$ cat config.mk
export PLATFORM = sky130hd
export DESIGN_NAME = syst_ws_nxm
export DESIGN_NICKNAME = d
export VERILOG_FILES = /design/src/rtl/syst_pkg.sv /design/src/rtl/syst_pe.sv /design/src/rtl/syst_ws_nxm.sv
export SDC_FILE = /design/constraint.sdc
export NUM_CORES = 1
export LEC_CHECK = 0
export BUFFER_PORTS_ARGS = -buffer_cell sky130_fd_sc_hd__buf_2
export CAP_MARGIN = 5
export CORE_ASPECT_RATIO = 1.75
export CORE_MARGIN = 1
export CORE_UTILIZATION = 29
export DETAILED_ROUTE_END_ITERATION = 12
export GPL_TIMING_DRIVEN = 1
export SLEW_MARGIN = 20
export SYNTH_ARGS = -nofsm -noshare
export SYNTH_HDL_FRONTEND = slang
export SYNTH_SLANG_ARGS = --single-unit
$ cat constraint.sdc
create_clock -name clk_i -period 5 [get_ports clk_i]
set_input_delay 1.5 -clock clk_i [delete_from_list [all_inputs] [get_ports clk_i]]
set_output_delay 1.5 -clock clk_i [all_outputs]
set_load 0.02 [all_outputs]
$ cat src/rtl/syst_pkg.sv
// Shared definitions for the weight-stationary systolic array: commit FSM states
// and the default accumulator width.
package syst_pkg;

    typedef enum logic [1:0] {
        RUN,
        DRAIN,
        SWAP
    } state_t;

    // Wide enough for N_IN full-scale unsigned products without wrap.
    function automatic int acc_width(input int data_w, input int n_in);
        return 2 * data_w + $clog2(n_in) + 1;
    endfunction

endpackage

$ cat src/rtl/syst_pe.sv
// One weight-stationary MAC cell: registers x for the neighbour on the right and
// registers the partial sum from above plus x*w for the cell below.
module syst_pe #(
    parameter int DATA_W = 8,
    parameter int ACC_W  = 19
) (
    input  logic              clk_i,
    input  logic              rst_i,
    input  logic [DATA_W-1:0] x_i,
    input  logic [DATA_W-1:0] w_i,
    input  logic [ACC_W-1:0]  psum_i,
    output logic [DATA_W-1:0] x_o,
    output logic [ACC_W-1:0]  psum_o
);

    logic [2*DATA_W-1:0] prod;

    assign prod = {{DATA_W{1'b0}}, x_i} * {{DATA_W{1'b0}}, w_i};

    always_ff @(posedge clk_i) begin
        if (rst_i) begin
            x_o    <= '0;
            psum_o <= '0;
        end else begin
            x_o    <= x_i;
            psum_o <= psum_i + ACC_W'(prod);
        end
    end

endmodule

$ cat src/rtl/syst_ws_nxm.sv
// N_IN x N_OUT weight-stationary systolic array with skewed inputs, deskewed outputs
// and double-buffered weights swapped in only once the pipeline has drained.
module syst_ws_nxm
    import syst_pkg::*;
#(
    parameter int DATA_W = 8,
    parameter int N_IN   = 3,
    parameter int N_OUT  = 2,
    parameter int ACC_W  = acc_width(DATA_W, N_IN)
) (
    input  logic                     clk_i,
    input  logic                     rst_i,
    input  logic                     valid_i,
    output logic                     ready_o,
    input  logic [N_IN*DATA_W-1:0]   x_i,
    input  logic                     w_we_i,
    input  logic [$clog2(N_IN)-1:0]  w_row_i,
    input  logic [$clog2(N_OUT)-1:0] w_col_i,
    input  logic [DATA_W-1:0]        w_data_i,
    input  logic                     w_commit_i,
    output logic                     w_busy_o,
    output logic                     valid_o,
    output logic [N_OUT*ACC_W-1:0]   y_o
);

    localparam int L     = N_IN + N_OUT - 1;
    localparam int ROW_W = $clog2(N_IN);
    localparam int COL_W = $clog2(N_OUT);
    localparam logic [ROW_W:0] ROW_LIM = (ROW_W + 1)'(N_IN);
    localparam logic [COL_W:0] COL_LIM = (COL_W + 1)'(N_OUT);

    state_t            state;
    logic [DATA_W-1:0] wa      [N_IN][N_OUT];
    logic [DATA_W-1:0] ws      [N_IN][N_OUT];
    logic [DATA_W-1:0] x_skew  [N_IN];
    logic [DATA_W-1:0] x_pe    [N_IN][N_OUT];
    logic [ACC_W-1:0]  psum_pe [N_IN][N_OUT];
    logic [ACC_W-1:0]  col_out [N_OUT];
    logic [L-1:0]      stage_v;
    logic              accept;
    logic              in_flight;
    logic              w_hit;
    logic              unused_x_tail;

    assign accept    = valid_i && ready_o;
    assign in_flight = |stage_v;
    assign w_hit     = w_we_i && ({1'b0, w_row_i} < ROW_LIM) && ({1'b0, w_col_i} < COL_LIM);

    always_ff @(posedge clk_i) begin
        if (rst_i) begin
            for (int r = 0; r < N_IN; r++)
                for (int c = 0; c < N_OUT; c++)
                    ws[r][c] <= '0;
        end else if (w_hit) begin
            ws[w_row_i][w_col_i] <= w_data_i;
        end
    end

    // Active weights only change in SWAP, which is reached after every stage valid has cleared.
    always_ff @(posedge clk_i) begin
        if (rst_i) begin
            state    <= RUN;
            ready_o  <= 1'b1;
            w_busy_o <= 1'b0;
            for (int r = 0; r < N_IN; r++)
                for (int c = 0; c < N_OUT; c++)
                    wa[r][c] <= '0;
        end else begin
            case (state)
                RUN: begin
                    if (w_commit_i) begin
                        state    <= DRAIN;
                        ready_o  <= 1'b0;
                        w_busy_o <= 1'b1;
                    end
                end
                DRAIN: begin
                    if (!in_flight)
                        state <= SWAP;
                end
                SWAP: begin
                    wa       <= ws;
                    state    <= RUN;
                    ready_o  <= 1'b1;
                    w_busy_o <= 1'b0;
                end
                default: begin
                    state    <= RUN;
                    ready_o  <= 1'b1;
                    w_busy_o <= 1'b0;
                end
            endcase
        end
    end

    for (genvar r = 0; r < N_IN; r++) begin : g_row
        if (r == 0) begin : g_noskew
            assign x_skew[r] = x_i[r*DATA_W +: DATA_W];
        end else begin : g_skew
            logic [DATA_W-1:0] dly [r];
            always_ff @(posedge clk_i) begin
                if (rst_i) begin
                    for (int k = 0; k < r; k++)
                        dly[k] <= '0;
                end else begin
                    dly[0] <= x_i[r*DATA_W +: DATA_W];
                    for (int k = 1; k < r; k++)
                        dly[k] <= dly[k-1];
                end
            end
            assign x_skew[r] = dly[r-1];
        end

        for (genvar c = 0; c < N_OUT; c++) begin : g_col
            logic [DATA_W-1:0] x_in;
            logic [ACC_W-1:0]  psum_in;

            if (c == 0) begin : g_xleft
                assign x_in = x_skew[r];
            end else begin : g_xmid
                assign x_in = x_pe[r][c-1];
            end

            if (r == 0) begin : g_ptop
                assign psum_in = '0;
            end else begin : g_pmid
                assign psum_in = psum_pe[r-1][c];
            end

            syst_pe #(
                .DATA_W (DATA_W),
                .ACC_W  (ACC_W)
            ) u_pe (
                .clk_i  (clk_i),
                .rst_i  (rst_i),
                .x_i    (x_in),
                .w_i    (wa[r][c]),
                .psum_i (psum_in),
                .x_o    (x_pe[r][c]),
                .psum_o (psum_pe[r][c])
            );
        end
    end

    // Left columns finish early; delay them so every column lines up with the last one.
    for (genvar c = 0; c < N_OUT; c++) begin : g_deskew
        localparam int D = N_OUT - 1 - c;
        if (D == 0) begin : g_direct
            assign col_out[c] = psum_pe[N_IN-1][c];
        end else begin : g_delay
            logic [ACC_W-1:0] dly [D];
            always_ff @(posedge clk_i) begin
                if (rst_i) begin
                    for (int k = 0; k < D; k++)
                        dly[k] <= '0;
                end else begin
                    dly[0] <= psum_pe[N_IN-1][c];
                    for (int k = 1; k < D; k++)
                        dly[k] <= dly[k-1];
                end
            end
            assign col_out[c] = dly[D-1];
        end
    end

    always_comb begin
        unused_x_tail = 1'b0;
        for (int r = 0; r < N_IN; r++)
            unused_x_tail = unused_x_tail ^ (^x_pe[r][N_OUT-1]);
    end

    always_ff @(posedge clk_i) begin
        if (rst_i) begin
            stage_v <= '0;
            valid_o <= 1'b0;
            y_o     <= '0;
        end else begin
            stage_v <= (stage_v << 1) | L'(accept);
            valid_o <= stage_v[L-1];
            if (stage_v[L-1]) begin
                for (int c = 0; c < N_OUT; c++)
                    y_o[c*ACC_W +: ACC_W] <= col_out[c];
            end
        end
    end

endmodule

==> results.cfg, run 1 <==
[clocking]
postCtsResizedCells = 0
tritoncts = done
cts_buffers = 36
cts_setup_buffers = 0
clk_pin_slew_ns = 0.06
clock-root-buffer = clkbuf_16
insertion_delay_ns = 0.57
cts-htree-levels = 2
ctsHoldBuffers = 0
clock_path_buffers = 3
cts.sinks = 316

[grt]
gr-usage-all-layers = 0.123
grt_max_degree = 138
grt_overflow = 0
grt_pass1_wl_um = 84800
grt_pass1_vias = 17400
grt_antenna_before_repair = 2

[pwr]
worst_ir_drop_vdd_mv = 0.223
leakagePower_nw = 12.8
power.total_w = 0.00549
power_density_nw_per_um2 = 203

[drt]
wl_per_cell_um = 13.0
ant_nets = 0
firstDrtPassIters = 10
dr.first_iter.drc_count = 632
num_vias = 16900
finalWirelength_um = 50200
viasPerCell = 4.38
drc = 20

[yosys]
ys.flop_type = dfxtp_1
yosysUniqueCellTypes = 60
yosys_warnings = 0
syn_inst = 2682
ys_async_sr_fraction = 0
synth_area_sq_um = 24000
synth_nets = 3228
ys_seq_area_frac = 0.263
syn-mean-instance-area_sq_um = 8.96
ys_ff_latch = 316
synth-edff-count = 0

[timing]
period_needed_ns = 4.80
finalWorstSetupSlack_ns = 0.204
period_share = 0.959
final_max_slew_viol_count = 0
setup_viol = 0
clock_skew_ns = 0.0313
fmax_ghz = 0.209
maxSlewHeadroom = 0.336
hold_slack_ns = 0.430
hold_viol_final = 0
rsz0062_at_grt = no
worst_pin_slew_ns = 0.988

[die]
initial_core_util = 0.293
die_h_um = 383
core_sq_um = 82100
io-pin-count = 81
die-width_um = 220
num_rows = 139
dieArea_sq_um = 84100

[worst_setup_path]
worstPathMaxFanout = 4
critical_path.top_delay_family = adder cells
critPathCaptureType = register
critPathKind = input port to register
cp_slowest_cell = fa_1
crit_chain = buf_2 > and2_1 > fa_1 > fa_1 > inv_1 > fa_1 > fa_1 > inv_1 > ha_1 > o21a_1 > o31a_1 > o31ai_2 > a21oi_2 > or3b_1 > a31oi_1
max_stage_delay_ns = 0.50
cp_data_arrival_time_ns = 5.26
startpoint_type = input port
crit_required_ns = 5.47
cp_common_cell = fa_1
path_buf_inv = 3

[final_layout]
drive_gt1_frac = 0.0723
seqCellArea_sq_um = 6330
syn_to_final_growth_pct = 12.5
antenna_cells = 0
layout.nets = 3317
fillers = 8626
multi_input_area_sq_um = 15600

[min_path]
hold_path_class = register to register

[placement]
gp_congestion = 0.796
dpl.hpwl_um = 40100
port_buffers = 80
pre_cts_slack_ns = -0.373

[run_status]
status = finished with violations
failed_checks = DRC

[job]
cap_viol_max_count = 0
## cell type report
cell class	instances	share of cell area
Clock inverter	13	0.00694
Inverter	490	0.0681
Tap cell	1057	0.0489
Multi-Input combinational cell	1805	0.578
Clock buffer	49	0.0374
Sequential cell	316	0.234
Timing Repair Buffer	122	0.0269
## synth_stat cells, drive strengths merged, types with 2 or more instances
library cell / number / share of area
o21ai: 46 / 0.0097
mux2i: 62 / 0.026
nand3: 11 / 0.0023
buf: 10 / 0.0018
a31oi: 7 / 0.0018
ha: 232 / 0.12
or3b: 2 / 0.00073
or2: 6 / 0.0016
nor2b: 114 / 0.030
o21bai: 5 / 0.0016
a2111oi: 3 / 0.0014
fa: 274 / 0.23
nand4: 6 / 0.0016
nor3: 26 / 0.0056
inv: 490 / 0.077
o21a: 15 / 0.0047
a21oi: 116 / 0.024
o22ai: 2 / 0.00052
and3: 5 / 0.0013
o31a: 4 / 0.0015
xnor2: 35 / 0.013
or3: 5 / 0.0013
a211oi: 21 / 0.0068
xor2: 14 / 0.0051
nand2b: 13 / 0.0034
a221oi: 3 / 0.0011
dfxtp: 316 / 0.26
clkbuf: 61 / 0.0095
o211ai: 6 / 0.0019
a21boi: 2 / 0.00062
mux2: 2 / 0.00094
nor2: 174 / 0.027
a21o: 18 / 0.0056
and2: 236 / 0.061
nand2: 325 / 0.051
## worst paths after layout
check	slack, ns	cells past startpoint	to	start
worst min register to register	0.43	1	g_deskew[0].g_delay.dly[0][4]	g_row[2].g_col[0].u_pe.psum_o[4]
worst min-delay path	0.43	1	g_deskew[0].g_delay.dly[0][4]	g_row[2].g_col[0].u_pe.psum_o[4]
worst max-delay path	0.20	15	g_row[0].g_col[0].u_pe.psum_o[15]	x_i[3]
worst max register to register	0.44	15	g_row[2].g_col[1].u_pe.psum_o[17]	g_row[2].g_col[0].u_pe.x_o[6]
## layer usage
layer	vias up	global-route usage	share of wire
met5	-	0	0.00026
met4	2	0.0347	0.022
met3	63	0.0154	0.030
met2	198	0.229	0.51
met1	8162	0.146	0.43
li1	8440	-	-
## flip-flops by register name, indices dropped and copies added, names as in the netlist
register / count
valid_o: 1
wa: 48
w_busy_o: 1
g_row.g_skew.dly: 24
ws: 48
ready_o: 1
state: 2
g_row.g_col.u_pe.x_o: 24
stage_v: 4
y_o: 38
g_row.g_col.u_pe.psum_o: 106
g_deskew.g_delay.dly: 19
## cells by family after synthesis
group / synth area share
compound gates: 0.0665
xor+xnor: 0.0179
fa+ha+maj: 0.349
buf+inv: 0.0878
flops: 0.263
mux: 0.0268
simple gates: 0.189
## stage by stage
stage / instances / TNS, ns / cell area [sq um] / utilization
3_3_place_gp: 3790 / -1.61 / 25800 / 0.315
3_5_place_dp: 3790 / -1.62 / 25800 / 0.315
2_1_floorplan: 2682 / -0.0973 / 24000 / -
5_1_grt: 3852 / 0 / 27000 / 0.329
6_report: 3852 / 0 / 27000 / 0.329
4_1_cts: 3852 / 0 / 27000 / 0.329
## power by group
| part | switching [W] | total (W) | internal, W |
|---|---|---|---|
| registers | 0.0000495 | 0.00260 | 0.00255 |
| clock network | 0.00111 | 0.00270 | 0.00159 |
| logic | 0.000128 | 0.000190 | 0.0000622 |
| total | 0.00129 | 0.00549 | 0.00420 |
## cell usage in the layout (no fill, tap or decap), types with 18 or more instances in the layout
cell       instances
a211oi_1          20
a21o_1            18
a21oi_1          115
and2_1           236
buf_2             79
buf_4             42
clkbuf_16         36
dfxtp_1          315
fa_1             274
ha_1             231
inv_1            490
mux2i_1           62
nand2_1          325
nor2_1           171
nor2b_1          112
nor3_1            25
o21ai_0           43
xnor2_1           35
No activity file was read; power rests on OpenSTA's default activity.
==> run 2: changes to the inputs <==
CTS_BUF_LIST = sky130_fd_sc_hd__clkbuf_16   (was unset)
CTS_CLUSTER_DIAMETER = 100   (was unset)
==> results.cfg, run 2 (same netlist as run 1, synthesis figures left out) <==
[timing]
final_max_slew_viol_count = 0
fmax_ghz = 0.208
rsz0062_at_grt = no
period_needed_ns = 4.80
hold_slack_ns = 0.431
setup_viol = 0
worst_pin_slew_ns = 0.986
period_share = 0.959
tns_ns = 0
hold_viol_final = 0
maxSlewHeadroom = 0.337
clock_skew_ns = 0.0311

[grt]
grt_pass1_vias = 17300
grt_antenna_before_repair = 2
gr-usage-all-layers = 0.123
grt_max_degree = 138
grt_pass1_wl_um = 84800
grt_overflow = 0

[final_layout]
layout.nets = 3317
multi_input_area_sq_um = 15600
final_cell_mix = inv_1, nand2_1, dfxtp_1
seqCellArea_sq_um = 6330
largest_register = g_row.g_col.u_pe.psum_o
syn_to_final_growth_pct = 12.2
reg_top3 = g_row.g_col.u_pe.psum_o (106), wa (48), ws (48)
largest_register_ffs = 106
fillers = 8635
final_common_cell = inv_1
antenna_cells = 0
drive_gt1_frac = 0.0701
finalInstanceArea_sq_um = 27000

[worst_setup_path]
cp_data_arrival_time_ns = 5.26
critPathKind = input port to register
cp_common_cell = fa_1
crit_chain = buf_2 > and2_1 > fa_1 > fa_1 > inv_1 > fa_1 > fa_1 > inv_1 > ha_1 > o21a_1 > o31a_1 > o31ai_2 > a21oi_2 > or3b_1 > a31oi_1
max_stage_delay_ns = 0.50
crit_required_ns = 5.47
cp_slowest_cell = fa_1
startpoint_type = input port
critPathCaptureType = register
rrSetupSlack_ns = 0.44
worstPathMaxFanout = 4

[die]
num_rows = 139
initial_core_util = 0.293
io-pin-count = 81
die-width_um = 220
dieArea_sq_um = 84100
die_h_um = 383
core_sq_um = 82100

[drt]
ant_nets = 0
firstDrtPassIters = 9
drc = 20
viasPerCell = 4.38
num_vias = 16900
dr.first_iter.drc_count = 657
finalWirelength_um = 50300
wl_per_cell_um = 13.1

[clocking]
cts_setup_buffers = 0
tritoncts = done
clk_pin_slew_ns = 0.06
clock-root-buffer = clkbuf_16
cts-htree-levels = 2
ctsHoldBuffers = 0
cts.sinks = 316
insertion_delay_ns = 0.57
clock_path_buffers = 3
cts_buffers = 36

[pwr]
worst_ir_drop_vdd_mv = 0.223
power.total_w = 0.00538
power_density_nw_per_um2 = 199
leakagePower_nw = 12.8

[placement]
port_buffers = 80
gp_congestion = 0.796
dpl.hpwl_um = 40100
placed_area_sq_um = 25800

[run_status]
status = finished with violations
failed_checks = DRC

[min_path]
hold_path_class = register to register

[job]
cap_viol_max_count = 0
## run 2: final cells by class
| class | instances | area share |
|---|---|---|
| Multi-Input combinational cell | 1805 | 0.579 |
| Sequential cell | 316 | 0.235 |
| Inverter | 490 | 0.0682 |
| Tap cell | 1057 | 0.0490 |
| Clock buffer | 36 | 0.0334 |
| Timing Repair Buffer | 122 | 0.0269 |
| Clock inverter | 26 | 0.00877 |
## run 2: worst max-delay path, delay by kind of cell
kind                       cells  cell delay, ns
AOI/OAI and AO/OA              5            0.80
adders and majority gates      5            2.20
buffers and inverters          3            0.23
and+or+nand+nor                2            0.55
## run 2: metal layers
metal	global-route usage	routed length [um]
met5	0	13
met4	0.0347	1120
met3	0.0154	1560
met2	0.229	25800
met1	0.146	21800
## run 2: path summary, 6_finish.rpt
| check | startpoint | endpoint | cells after the start |
|---|---|---|---|
| worst max register to register | g_row[2].g_col[0].u_pe.x_o[6] | g_row[2].g_col[1].u_pe.psum_o[17] | 15 |
| worst min-delay path | g_row[2].g_col[0].u_pe.psum_o[4] | g_deskew[0].g_delay.dly[0][4] | 1 |
| worst max-delay path | x_i[3] | g_row[0].g_col[0].u_pe.psum_o[15] | 15 |
| worst min register to register | g_row[2].g_col[0].u_pe.psum_o[4] | g_deskew[0].g_delay.dly[0][4] | 1 |
## run 2: through the flow
stage,cells,setup WS (ns),utilization
after floorplan,2682,-0.0973,-
after global placement,3790,-0.371,0.315
after detailed placement,3790,-0.373,0.315
after CTS,3852,0.211,0.328
after global routing,3852,0.0147,0.328
final,3852,0.203,0.328
## run 2: timing repair
action                                  in CTS  in global routing
resized for setup                            0                  1
endpoints found under the setup margin       0                  1
endpoints found under the hold margin        0                  0
## run 2: power by group
part	internal [W]	leakage [nW]	switching [W]
clock	0.00148	0.584	0.00111
combinational	0.0000622	9.69	0.000128
sequential	0.00255	2.56	0.0000495
